$ cat config.mk
export PLATFORM = sky130hd
export DESIGN_NAME = conv1d_feeder
export DESIGN_NICKNAME = d
export VERILOG_FILES = /design/src/rtl/conv1d_pkg.sv /design/src/rtl/conv1d_window.sv /design/src/rtl/conv1d_feeder.sv
export SDC_FILE = /design/constraint.sdc
export NUM_CORES = 1
export LEC_CHECK = 0
export ABC_AREA = 1
export CAP_MARGIN = 30
export CORE_ASPECT_RATIO = 0.6
export CORE_UTILIZATION = 50
export DETAILED_ROUTE_END_ITERATION = 10
export HOLD_SLACK_MARGIN = 0.06
export PLACE_DENSITY = 0.77
export SLEW_MARGIN = 5
export SYNTH_ARGS = -nofsm -noshare
export SYNTH_HDL_FRONTEND = slang
export SYNTH_SLANG_ARGS = --single-unit
$ cat constraint.sdc
create_clock -name clk -period 1.4 [get_ports clk]
set_clock_uncertainty 0.05 [all_clocks]
set_input_delay 0.14 -clock clk [delete_from_list [all_inputs] [get_ports clk]]
set_output_delay 0.14 -clock clk [all_outputs]
set_load 0.01 [all_outputs]
$ cat src/rtl/conv1d_pkg.sv
// Shared data width, state encodings and MAC operand payload for the conv1d feeder.
`ifndef WIDTH_DATA
`define WIDTH_DATA 8
`endif

package conv1d_pkg;

    localparam int unsigned W  = `WIDTH_DATA;
    localparam int unsigned PW = 2 * W;

    localparam logic [1:0] ENC_FILL   = 2'd0;
    localparam logic [1:0] ENC_ACCUM  = 2'd1;
    localparam logic [1:0] ENC_OUTPUT = 2'd2;

    typedef enum logic [1:0] {
        ST_FILL   = ENC_FILL,
        ST_ACCUM  = ENC_ACCUM,
        ST_OUTPUT = ENC_OUTPUT
    } state_t;

    // Operands presented to the external MAC for one tap.
    typedef struct packed {
        logic [W-1:0]  weight;
        logic [W-1:0]  feature;
        logic [PW-1:0] psum;
    } mac_req_t;

endpackage

$ cat src/rtl/conv1d_window.sv
// KSIZE-deep feature shift register; win[0] holds the oldest sample.
module conv1d_window
    import conv1d_pkg::*;
#(
    parameter int unsigned KSIZE = 3
) (
    input  logic                    clk,
    input  logic                    rst_n,
    input  logic                    shift_en,
    input  logic [W-1:0]            din,
    output logic [KSIZE-1:0][W-1:0] win
);

    always_ff @(posedge clk or negedge rst_n) begin
        if (!rst_n) begin
            win <= '0;
        end else if (shift_en) begin
            for (int i = 0; i < int'(KSIZE) - 1; i++) begin
                win[i] <= win[i+1];
            end
            win[KSIZE-1] <= din;
        end
    end

endmodule

$ cat src/rtl/conv1d_feeder.sv
// Feeds a stride-1 convolution window and kernel taps to an external MAC one tap
// per cycle and returns each accumulated dot product on a valid/ready stream.
module conv1d_feeder
    import conv1d_pkg::*;
#(
    parameter int unsigned KSIZE = 3
) (
    input  logic                     clk,
    input  logic                     rst_n,
    input  logic                     w_wr_en,
    input  logic [$clog2(KSIZE)-1:0] w_wr_addr,
    input  logic [W-1:0]             w_wr_data,
    input  logic                     feat_valid,
    output logic                     feat_ready,
    input  logic [W-1:0]             feat_data,
    input  logic                     feat_last,
    output logic [W-1:0]             mac_weight,
    output logic [W-1:0]             mac_feature,
    output logic [PW-1:0]            mac_psum_in,
    input  logic [PW-1:0]            mac_psum_out,
    output logic                     out_valid,
    input  logic                     out_ready,
    output logic [PW-1:0]            out_data
);

    localparam int unsigned AW = $clog2(KSIZE);
    localparam int unsigned CW = $clog2(KSIZE + 1);

    state_t                  state;
    state_t                  state_nxt;
    logic [CW-1:0]           count;
    logic [AW-1:0]           tap;
    logic [PW-1:0]           acc;
    logic                    last_seen;
    logic [KSIZE-1:0][W-1:0] weights;
    logic [KSIZE-1:0][W-1:0] win;
    mac_req_t                mac_req_c;
    logic                    accept_c;
    logic                    fill_done_c;
    logic                    tap_done_c;
    logic                    out_hs_c;

    assign accept_c    = (state == ST_FILL) && feat_valid;
    assign fill_done_c = accept_c && ((count + CW'(1)) == CW'(KSIZE));
    assign tap_done_c  = (state == ST_ACCUM) && (tap == AW'(KSIZE - 1));
    assign out_hs_c    = (state == ST_OUTPUT) && out_ready;

    conv1d_window #(
        .KSIZE (KSIZE)
    ) u_window (
        .clk      (clk),
        .rst_n    (rst_n),
        .shift_en (accept_c),
        .din      (feat_data),
        .win      (win)
    );

    always_ff @(posedge clk or negedge rst_n) begin
        if (!rst_n) begin
            state <= ST_FILL;
        end else begin
            state <= state_nxt;
        end
    end

    // Next state, stream ready and MAC operand selection.
    always_comb begin
        state_nxt  = state;
        feat_ready = 1'b0;
        mac_req_c  = '0;
        case (state)
            ST_FILL: begin
                feat_ready = 1'b1;
                if (fill_done_c) begin
                    state_nxt = ST_ACCUM;
                end
            end
            ST_ACCUM: begin
                mac_req_c.weight  = weights[tap];
                mac_req_c.feature = win[tap];
                mac_req_c.psum    = (tap == AW'(0)) ? '0 : acc;
                if (tap_done_c) begin
                    state_nxt = ST_OUTPUT;
                end
            end
            ST_OUTPUT: begin
                if (out_ready) begin
                    state_nxt = ST_FILL;
                end
            end
            default: state_nxt = ST_FILL;
        endcase
    end

    assign mac_weight  = mac_req_c.weight;
    assign mac_feature = mac_req_c.feature;
    assign mac_psum_in = mac_req_c.psum;

    // Fill count, tap walk, accumulator and result register.
    always_ff @(posedge clk or negedge rst_n) begin
        if (!rst_n) begin
            count     <= '0;
            last_seen <= 1'b0;
            tap       <= '0;
            acc       <= '0;
            out_valid <= 1'b0;
            out_data  <= '0;
        end else begin
            if (accept_c) begin
                if (fill_done_c) begin
                    count     <= CW'(KSIZE);
                    last_seen <= feat_last;
                end else if (feat_last) begin
                    count <= '0;
                end else begin
                    count <= count + CW'(1);
                end
            end
            if (state == ST_ACCUM) begin
                acc <= mac_psum_out;
                tap <= tap_done_c ? '0 : tap + AW'(1);
            end
            if (tap_done_c) begin
                out_valid <= 1'b1;
                out_data  <= mac_psum_out;
            end else if (out_hs_c) begin
                out_valid <= 1'b0;
                // Stride 1 keeps the newest KSIZE-1 samples unless the sequence ended.
                count     <= last_seen ? '0 : CW'(KSIZE - 1);
            end
        end
    end

    // Kernel is frozen while a dot product is in flight.
    always_ff @(posedge clk or negedge rst_n) begin
        if (!rst_n) begin
            weights <= '0;
        end else if (w_wr_en && (state != ST_ACCUM) && (32'(w_wr_addr) < KSIZE)) begin
            weights[w_wr_addr] <= w_wr_data;
        end
    end

endmodule

Word-level counts from Yosys, hierarchy flattened
Cells that the tools add are included.
{"block": "totals", "in_bits": 40, "register_bits": 88}
{"block": "classes", "n_eq_ne": 8, "n_lt_le_gt_ge": 4, "n_mux": 23, "reduce_logical": 12, "n_addsub": 2}
{"op": "$bmux 8 s2", "n": 2}
{"op": "$mux 32", "n": 1}
{"op": "$bwmux 24", "n": 1}
{"op": "$mux 8", "n": 3}
{"op": "$mux 2", "n": 10}
{"op": "$demux 8 s2", "n": 1}
{"op": "$mux 16", "n": 1}
{"op": "$logic_and 1x1->1", "n": 7}
{"op": "$eq 2x2->1 const B", "n": 3}
{"op": "$lt 2x3->1 const B", "n": 2}
{"op": "$ne 2x2->1 const B", "n": 3}
{"op": "$pmux 2 s3", "n": 1}
{"op": "$add 2x1->2 const B", "n": 2}
{"op": "$logic_not 2->1", "n": 2}
{"op": "$mux 1", "n": 3}
{"op": "$reduce_and 3->1", "n": 1}
{"op": "$eq 2x1->1 const B", "n": 1}
{"op": "$ge 2x1->1 const B", "n": 1}
{"op": "$lt 2x2->1 const B", "n": 1}
{"op": "$ne 2x1->1 const B", "n": 1}
{"op": "$reduce_and 2->1", "n": 1}
{"op": "$reduce_bool 2->1", "n": 1}

Depth between registers and ports, before layout
{"block": "logic_depth", "word_depth": 7, "mapped_depth": 7, "ltp_nobuf": 7}

Hierarchy
A second synthesis with hierarchy kept.
{"block": "unflattened", "hier_cells": 510, "hier_area_um2": 4116.4}
{"mod": "conv1d_feeder", "seq_area_each_um2": 1601.5, "instances": 1, "cells_each": 408, "area_each_um2": 3139.3}
{"mod": "conv1d_window", "seq_area_each_um2": 600.6, "instances": 1, "cells_each": 102, "area_each_um2": 977.2}

Worst setup path after synthesis
Ideal clock, no wire load.
{"block": "synth_path", "path_type": "register -> output", "start": "register tap[0]", "end": "output mac_feature[2]", "stages_incl_launch_ff": 6, "path_slack_ns": 0.046, "path_buffers": 0, "arrival_time_ns": 1.164, "path_cell_list": "dfrtp_1 nor2_2 inv_1 nor2_1 nand2_1 nand3_1"}
{"block": "synth_via", "elab_chain_cells": 3}
{"item": "from (decl)", "line": "conv1d_feeder.sv:32", "rtl": "logic [AW-1:0] tap;"}
{"item": "from (signal assigned)", "line": "conv1d_feeder.sv:121", "rtl": "tap <= tap_done_c ? '0 : tap + AW'(1);"}
{"item": "$bmux 8 s2", "line": "conv1d_feeder.sv:80", "rtl": "mac_req_c.feature = win[tap];"}
{"item": "$mux 8 (not written as such)", "line": "conv1d_feeder.sv:80"}
{"item": "$mux 32", "line": "conv1d_feeder.sv:71", "rtl": "case (state)"}
{"item": "to (decl)", "line": "conv1d_feeder.sv:18", "rtl": "output logic [W-1:0] mac_feature,"}
Every way passes these cells. The select of a mux whose other input is x is not followed.

Worst setup path after layout
{"block": "layout_path", "start": "register tap[0]", "end": "output mac_feature[6]"}
Same word-level chain as after synthesis.

==> reports/qor.csv <==
stage,metric,value,unit
placement,gp_congestion,0.820,
grt,grt_pass1_wl,21400,µm
clock_network,clock_latency,0.36,ns
pwr,ir_drop,2.06,mV
layout,instances_no_fill,764,
pwr,leakage,3.67,nW
placement,dp_cells,701,
sta,maxSlewViolCount,0,
sta,finalSetupViolCount,119,
synth,syn_avg_cell_area,7.94,µm²
job,drv_cap,0,
pwr,p_int,0.00992,W
pwr,power_density,2520,mW/mm²
die,core,0.00742,mm²
pwr,combPwrFrac,55.1,%
layout,n_fill_cell,154,
drt,dr.pass1.iters,5,
placement,dp_hpwl,6850,µm
synth,seq_area_frac_synth,56.2,%
pwr,swShare,44.8,%
critical_path,worst-path-max-fanout,5,
pwr,pwr-share-clk,15.2,%
synth,synth.top_cells.by_area,"dfrtp_1 (56%), nand2_1 (21%), o21ai_0 (5.6%)",
sta,rsz0062_at_grt,true,
critical_path,start_kind,flip-flop,
synth,ys_warn_count,0,
grt,grt_max_degree,89,
outcome,violations,setup timing,
synth,ys_ff_latch,88,
synth,synth_top_area_cell,dfrtp_1,
placement,postPlaceCellArea,0.00512,mm²
pwr,pwr-share-seq,29.7,%
drt,remaining_drc_errors,0,
synth,synthCells,493,
die,initial_core_util,52.8,%
critical_path,arrival,1.78,ns
pwr,power.switching,0.00805,W
critical_path,cp.required,1.21,ns
die,die_height,70.6,µm
placement,pre_cts_slack,-0.410,ns
die,die_area,0.00820,mm²
clock_network,cts.sinks,88,
clock_network,numCtsBuffers,9,
die,io_pins,90,
synth,synth_area,0.00392,mm²
placement,io_buffers,89,
clock_network,clk_transition_reported_paths,0.07,ns
critical_path,crit_type,flip-flop to output pin,
sta,fin_ws,-0.566,ns
layout,fin_util,96.3,%
sta,timing.slew.headroom,60.2,%
layout,layout_common_cells,"nand2_1 (88), dfrtp_1 (86), nand2_2 (79)",
drt,num_vias,4918,
grt,grt_antenna_before_repair,1,
clock_network,cts_root_buf,clkbuf_16,
sta,fin_crit,1.97,ns
synth,synth_top_area_share,56.2,%
clock_network,htreeDepth,3,
drt,drt_iter0_markers,727,
critical_path,reg2reg_slack,-0.43,ns
clock_network,cts_tree,yes,
synth,synth_fp_nets,534,
drt,wl_met1,7270,µm
sta,hold_violations,0,
layout,drive_gt1_share,52.7,%
drt,vias_per_cell,6.44,
die,row_count,24,
layout,area_growth,82.3,%
critical_path,endpoint_kind,output pin,
drt,final_antenna_net_count,0,
drt,wl_met3,2720,µm
grt,gr-total-overflow,0,
layout,final_cell_area,0.00714,mm²
outcome,outcome,"finished, violations left",
drt,wl_per_cell,27.2,µm
clock_network,clock_path_buffers,2,
layout,nNetsFinal,696,
drt,met2_length,9110,µm
sta,min_period_over_period,140,%
grt,grt_use_total,35.4,%
sta,tightest_slew,0.591,ns
grt,grt_pass1_vias,4182,
hold_path,holdCritPathClass,primary input to async pin,
layout,layout_commonest_cell,nand2_1,
synth,synthDistinctLibCells,20,
drt,top_layer,met4,
drt,routed_wl,20800,µm
sta,timing.fmax,509,MHz
die,die_x,116,µm
## kinds of logic after synthesis
group / count (synthesis) / synth area share (%)
flops: 88 / 56.2
buf+inv: 62 / 6.45
fa+ha+maj: 1 / 0.319
simple gates: 288 / 30.0
compound gates: 54 / 7.03
## flip-flops by register name, summed over array words and instances (netlist names), 2 cells and up
name	cells
out_data	16
count	2
state	2
acc	16
tap	2
u_window.win	24
weights	24
## synth_stat cells
cell type and number:
nand2_1 218, dfrtp_1 88, o21ai_0 44, inv_1 43, nand3_1 33, nor2_1 24, buf_2 13, o21ai_1 8
nor2_2 5, clkbuf_1 3, inv_2 2, nand2_2 2, nand2_4 2, nor2_4 2, buf_4 1, ha_1 1
nor3_1 1, o21bai_1 1, o31ai_1 1, or2_2 1
## power groups by stage
stage	clock (W)	sequential, W	combinational [W]
3_5_place_dp	0	0.00452	0.00487
6_report	0.00272	0.00535	0.00990
2_1_floorplan	0	0.00446	0.00254
5_1_grt	0.00279	0.00534	0.0103
4_1_cts	0.00263	0.00458	0.00654
3_3_place_gp	0	0.00448	0.00471
## critical path, cell delays in order, from the launching register on
cell and delay (ns):
dfrtp_2 0.46, buf_6 0.14, nor2_4 0.19, buf_6 0.17, nand3_1 0.14, nand3_1 0.16, buf_2 0.16
## routing by layer
metal / GRT usage, % / vias to the layer above
li1: - / 1864
met1: 47.4 / 2353
met2: 54.8 / 523
met3: 10.6 / 178
met4: 13.1 / 0
met5: 0 / -
## final timing paths
check,cells past startpoint,start,end
worst min register to register,2,out_data[14],out_data[14]
min in group clk,3,feat_data[0],u_window.win[16]
worst min-delay path,3,rst_n,out_data[14]
worst max register to register,10,state[0],weights[5]
worst max-delay path,6,tap[0],mac_feature[6]
max in group asynchronous,3,rst_n,tap[1]
## through the flow
step	hold slack (ns)	power [W]	setup TNS [ns]
2_1_floorplan	-0.206	0.00700	0
3_3_place_gp	0.160	0.00919	-12.37
3_5_place_dp	0.164	0.00939	-14.53
4_1_cts	0.293	0.0138	-18.06
5_1_grt	0.323	0.0184	-35.62
6_report	0.304	0.0180	-33.14
## layout make-up
type	instances	area [µm²]	area share [%]
repair buffers	168	1860	26.1
inverters	45	174	2.44
diodes	1	2.50	0.0351
clock inverters	3	65.1	0.911
well taps	104	130	1.82
multi-input cells	343	2440	34.2
flip-flops and latches	88	2200	30.9
clock buffers	12	256	3.59
## what timing repair did
item                                   4_1_cts  5_1_grt
gates resized for setup                    274      280
endpoints found under the hold margin       88        0
setup endpoints to repair                  101      119
hold buffers                                 1        0
gates cloned                                 9        9
pin swaps                                   27       51
setup buffers                               24       12
(Power assumes the default switching activity.)
